===== config.mk =====
export PLATFORM = sky130hd
export DESIGN_NAME = commit_track_grid
export DESIGN_NICKNAME = d
export VERILOG_FILES = /design/src/rtl/commit_track_grid.sv
export SDC_FILE = /design/constraint.sdc
export NUM_CORES = 1
export LEC_CHECK = 0
export ABC_CLOCK_PERIOD_IN_PS = 3500
export CORE_MARGIN = 10
export CORE_UTILIZATION = 30
export DETAILED_ROUTE_END_ITERATION = 10
export PLACE_DENSITY = 0.52
export SLEW_MARGIN = 20
export SYNTH_ARGS = -nofsm -noshare
export SYNTH_HDL_FRONTEND = slang
export SYNTH_SLANG_ARGS = --single-unit

===== constraint.sdc =====
create_clock -name clock -period 3.5 [get_ports clock]
set_input_delay 0.35 -clock clock [delete_from_list [all_inputs] [get_ports clock]]
set_output_delay 0.35 -clock clock [all_outputs]
set_load 0.01 [all_outputs]

===== src/rtl/commit_track_grid.sv =====
// commit_track_grid: in-order commit tracker for an R x C TPU array.
// Each issued instruction is stored with the set of TPUs that must report
// termination. Reports may arrive in any order. Issue numbers retire to the
// MPU strictly in issue order, at most one per cycle.
// Optional build macro: COMMIT_TIMEOUT_EN (head-entry watchdog driving O_Timeout).
//
// state | meaning
// ------+------------------------------------------------------------
// empty | count == 0, no live entries, nothing can retire
// busy  | 0 < count < DEPTH, allocations accepted, head retires when done
// full  | count == DEPTH, I_Req is dropped and flagged as overflow
module commit_track_grid #(
  parameter int NUM_ROWS    = 2,
  parameter int NUM_CLMS    = 2,
  parameter int DEPTH       = 8,
  parameter int ISSUE_W     = 8,
  parameter int TIMEOUT_CYC = 1024,
  localparam int NUM_TPU    = NUM_ROWS * NUM_CLMS,
  localparam int PTR_W      = $clog2(DEPTH),
  localparam int CNT_W      = PTR_W + 1
) (
  input  logic                       clock,
  input  logic                       reset,
  input  logic                       I_Req,
  input  logic [ISSUE_W-1:0]         I_Issue_No,
  input  logic [NUM_TPU-1:0]         I_En_TPU,
  input  logic [NUM_TPU-1:0]         I_Commit_Req,
  input  logic [NUM_TPU*ISSUE_W-1:0] I_Commit_No,
  output logic                       O_Commit_Req,
  output logic [ISSUE_W-1:0]         O_Commit_No,
  output logic                       O_Full,
  output logic                       O_Empty,
  output logic [CNT_W-1:0]           O_Count,
  output logic                       O_Err_Ovf,
  output logic                       O_Err_Stray,
  output logic                       O_Timeout
);

  logic [DEPTH-1:0]                valid;
  logic [DEPTH-1:0][ISSUE_W-1:0]   ent_no;
  logic [DEPTH-1:0][NUM_TPU-1:0]   pend;
  logic [PTR_W-1:0]                wptr;
  logic [PTR_W-1:0]                rptr;
  logic [CNT_W-1:0]                count;

  logic                            alloc;
  logic                            retire;
  logic [DEPTH-1:0][NUM_TPU-1:0]   clr;
  logic [NUM_TPU-1:0]              alloc_clr;
  logic [NUM_TPU-1:0]              hit;
  logic [NUM_TPU-1:0]              head_pend_nxt;

  // Flags come from the registered count, so a same-cycle retire never frees a slot early.
  assign O_Full  = (count == CNT_W'(DEPTH));
  assign O_Empty = (count == '0);
  assign O_Count = count;
  assign alloc   = I_Req && !O_Full;

  // Match every TPU report against all live entries and the entry being allocated this cycle.
  always_comb begin
    clr       = '0;
    alloc_clr = '0;
    hit       = '0;
    for (int t = 0; t < NUM_TPU; t++) begin
      if (I_Commit_Req[t]) begin
        for (int e = 0; e < DEPTH; e++) begin
          if (valid[e] && (ent_no[e] == I_Commit_No[t*ISSUE_W +: ISSUE_W])) begin
            clr[e][t] = 1'b1;
            if (pend[e][t]) hit[t] = 1'b1;
          end
        end
        if (alloc && (I_Issue_No == I_Commit_No[t*ISSUE_W +: ISSUE_W])) begin
          alloc_clr[t] = 1'b1;
          if (I_En_TPU[t]) hit[t] = 1'b1;
        end
      end
    end
  end

  // The head retires at the same edge that clears its last pending bit.
  assign head_pend_nxt = pend[rptr] & ~clr[rptr];
  assign retire        = valid[rptr] && (head_pend_nxt == '0);

  // Entry storage, pointers, occupancy, retire pulse and sticky error flags.
  always_ff @(posedge clock) begin
    if (!reset) begin
      valid        <= '0;
      ent_no       <= '0;
      pend         <= '0;
      wptr         <= '0;
      rptr         <= '0;
      count        <= '0;
      O_Commit_Req <= 1'b0;
      O_Commit_No  <= '0;
      O_Err_Ovf    <= 1'b0;
      O_Err_Stray  <= 1'b0;
    end else begin
      for (int e = 0; e < DEPTH; e++) begin
        pend[e] <= pend[e] & ~clr[e];
      end
      if (retire) begin
        valid[rptr] <= 1'b0;
        rptr        <= rptr + 1'b1;
        O_Commit_No <= ent_no[rptr];
      end
      // The write slot is always free when not full, so it never collides with the head.
      if (alloc) begin
        valid[wptr]  <= 1'b1;
        ent_no[wptr] <= I_Issue_No;
        pend[wptr]   <= I_En_TPU & ~alloc_clr;
        wptr         <= wptr + 1'b1;
      end
      O_Commit_Req <= retire;
      case ({alloc, retire})
        2'b10:   count <= count + 1'b1;
        2'b01:   count <= count - 1'b1;
        default: count <= count;
      endcase
      if (I_Req && O_Full) O_Err_Ovf <= 1'b1;
      if ((I_Commit_Req & ~hit) != '0) O_Err_Stray <= 1'b1;
    end
  end

`ifdef COMMIT_TIMEOUT_EN
  localparam int AGE_W = $clog2(TIMEOUT_CYC + 1);
  logic [AGE_W-1:0] head_age;

  // Only the head can block retirement, so a single age counter follows it; it saturates at the limit.
  always_ff @(posedge clock) begin
    if (!reset) begin
      head_age  <= '0;
      O_Timeout <= 1'b0;
    end else begin
      if (retire) begin
        head_age <= '0;
      end else if (valid[rptr] && (pend[rptr] != '0) && (head_age != AGE_W'(TIMEOUT_CYC))) begin
        head_age <= head_age + 1'b1;
      end
      if (head_age == AGE_W'(TIMEOUT_CYC)) O_Timeout <= 1'b1;
    end
  end
`else
  assign O_Timeout = 1'b0;
`endif

endmodule

==> metrics.txt <==
status=finished, final reports clean; overall routed net length=47.8 mm; most frequent CP cell=buf_4; Gate Count Post-Synth=1330; Die Wd=204 µm; initial antenna violation count=0; clk_lat worst skew=0.44 ns; area of the mapped netlist=10200 µm²; critical path launch point type=flip-flop; wire per inst=23.9 µm; Post-DP HPWL=37.0 mm; crit path DAT=3.79 ns; multiplexer share of the synthesized area=3.96%; First-pass DRT Iterations=6; Max Clock Skew=0.0116 ns; Logic pwr share=34.9%; initial core utilization=30.4%; DRC viols=0; MaxCap Viol Count=0; Hold WC Path Type=reg2reg; pwr dens=384 nW/µm²; clk buf depth=2; Root Buffer=clkbuf_16; Flop pwr share=31.4%; DIE HEIGHT=204 µm; global-route wire length before repair=69.5 mm; share of layout cells above drive strength 1=27.1%; Async SR Flop Fraction=0%; # rows=67; post-synthesis compound-gate area fraction=15.0%; Max Fclk=292 MHz; IO Count=69; ANT nets after route=0; fin crit period=3.42 ns; Clock Power Share=33.7%; Leak=4.93 nW; max-slew violations=0; vias in the first global route=10500; Least-Margin Pin Slew=0.951 ns; Critical Path, Cell by Cell=xor2_1 > nor4_2 > buf_4 > nand2_1 > a2bb2o_1 > o41a_4 > o22ai_4 > nor3_4 > ha_2 > buf_4 > ha_1 > a21oi_2 > xnor2_2 > or3_1 > a21oi_1; switching portion of total power=35.5%; Post-synth EDFFs=0; Synth Flop Type=dfxtp_1; CORE AREA=33500 µm²; required time of the critical path=3.87 ns; Hold Violations, Final=0; Num CTS Buffers=17; CTS Sinks=125; P&R area growth vs syn=36.9%; Ys Warns=0; classification of the worst setup path=reg2reg; # H-tree levels=4; Max VDD drop=0.360 mV; main combinational cell family by area after synthesis=XOR/XNOR gates; Crit-path slowest cell=dfxtp_2; Post-layout nets=1599; Psw=1.90 mW; Mapped Nets=1387; Critical Path Sink Type=flip-flop; post-synthesis adder-cell area fraction=0.809%; Largest delay share family, worst path=compound AO/OA/AOI/OAI gates; CTS tree=yes; grt total ovfl=0; critical-path maximum fanout=6; Yosys cell types=75; share of the yosys chip area belonging to registers=24.5%; pin count of the biggest net entering global routing=66; DR vias/cell=5.33; Power, Total=5.36 mW; max_slew headroom=36.4%; biggest cell delay along the critical path=0.51 ns; initial drt markers=1075; Setup TNS=0 ns; die area=41800 µm²; IO buf count=67; Worst-path clk slew=0.06 ns; # diodes=0; XOR/XNOR share of the synthesized area=25.1%; Internal=3.46 mW; global placer's final weighted congestion=1.04; Tot GR Track Use=22.3%; final setup fails=0; via count=10700; FF+latch count, synth=125; post-route clock period utilization=97.9%; simple-gate share of the synthesized area=21.1%; Syn Area/Cell=7.67 µm²; buffers plus inverters on the worst setup path=2
==> routing by layer <==
layer / vias up / share of wire (%) / global-route usage, %
met5: - / 0 / 0
met3: 103 / 7.3 / 4.44
met1: 5172 / 43 / 28.5
li1: 4906 / - / -
met2: 490 / 45 / 35.8
met4: 0 / 4.2 / 9.10
==> cells in the mapped netlist, types with 30 or more instances <==
cell,n,share of area [%]
xnor2_1,255,22
a31oi_1,30,1.8
nand4_1,49,3.0
nor2_1,93,3.4
xor2_1,38,3.3
clkbuf_1,32,1.2
nand2_1,219,8.1
nand3_1,48,2.4
nor3_1,31,1.5
a21oi_1,79,3.9
dfxtp_1,125,25
buf_2,87,4.3
==> layout by cell type (no fill, tap or decap), drive strengths merged, types with 3 or more instances in the layout <==
cell | Yosys | final
o21ai | 23 | 23
a22o | 5 | 5
a221o | 4 | 4
ha | 5 | 5
nor2b | 5 | 5
a311oi | 5 | 5
a22oi | 11 | 11
nor3 | 33 | 33
a211oi | 6 | 6
a21o | 4 | 4
o21a | 5 | 5
dfxtp | 125 | 125
a32o | 3 | 3
a221oi | 11 | 11
dlymetal6s2s | 0 | 6
nand2 | 219 | 219
clkinv | 2 | 10
and2 | 3 | 3
o22ai | 6 | 6
buf | 121 | 282
and3 | 4 | 4
mux2i | 19 | 19
inv | 16 | 17
a21oi | 81 | 81
nor2 | 94 | 94
clkdlybuf4s50 | 0 | 61
nand3 | 48 | 48
mux2 | 11 | 11
xor2 | 38 | 38
mux4 | 4 | 4
nand4 | 49 | 49
clkbuf | 35 | 19
nor4 | 16 | 16
a31oi | 36 | 36
xnor2 | 255 | 255
==> power by group through the flow <==
stage	clock (mW)	sequential (mW)	combinational (mW)
after floorplan	0	1.62	1.12
after global placement	0	1.71	1.77
after detailed placement	0	1.71	1.78
after CTS	1.82	1.68	1.79
after global routing	1.88	1.69	1.99
final	1.81	1.68	1.87
==> stage by stage <==
step | util [%] | instances | hold WS, ns | worst slack, ns | cell area, µm²
detailed placement | 38.3 | 1944 | 0.456 | -0.395 | 12900
global route | 41.7 | 2002 | 0.487 | -0.0874 | 14000
CTS | 40.1 | 1975 | 0.465 | 0.00940 | 13400
finish | 41.7 | 2002 | 0.457 | 0.0751 | 14000
global placement | 38.3 | 1944 | 0.445 | -0.426 | 12900
floorplan | - | 1330 | 0.457 | 0.00519 | 10200
==> kinds of logic after synthesis <==
logic type	Yosys count
fa+ha+maj	6
simple gates	478
mux	34
compound gates	218
other cells	1
flops	125
buf+inv	175
xor+xnor	293
==> timing repair <==
action | 4_1_cts | 5_1_grt
cloned | 0 | 1
setup buffers | 0 | 26
endpoints found under the setup margin | 1 | 3
pin swaps | 0 | 14
hold buffers | 0 | 0
gates resized for setup | 1 | 78
==> worst min-delay path: stages, from the launching register on <==
cell and delay (ns):
dfxtp_1 0.31, nand2_1 0.05, mux2i_1 0.05
==> flip-flops by register name (all words and copies together) (netlist names) <==
register      flops
O_Err_Stray       1
O_Commit_Req      1
rptr              3
O_Count           4
valid             8
O_Err_Ovf         1
ent_no           64
O_Commit_No       8
pend             32
wptr              3
==> worst paths after layout <==
| kind | start | to | slack, ns | depth (start not counted) |
|---|---|---|---|---|
| worst max-delay path | ent_no[56] | O_Count[3] | 0.08 | 15 |
| worst min-delay path | O_Commit_No[1] | O_Commit_No[1] | 0.46 | 2 |
| worst max register to register | ent_no[56] | O_Count[3] | 0.08 | 15 |
| worst min register to register | O_Commit_No[1] | O_Commit_No[1] | 0.46 | 2 |
==> area by class of cell <==
class	count	area, µm²
clock buffer	18	439
clock inverter	13	143
fill	3402	19600
inverter	18	68.8
multi-input combinational	1030	6970
sequential	125	2550
tap	448	561
timing repair buffer	350	3240
Power figures use the tool's default switching activity.
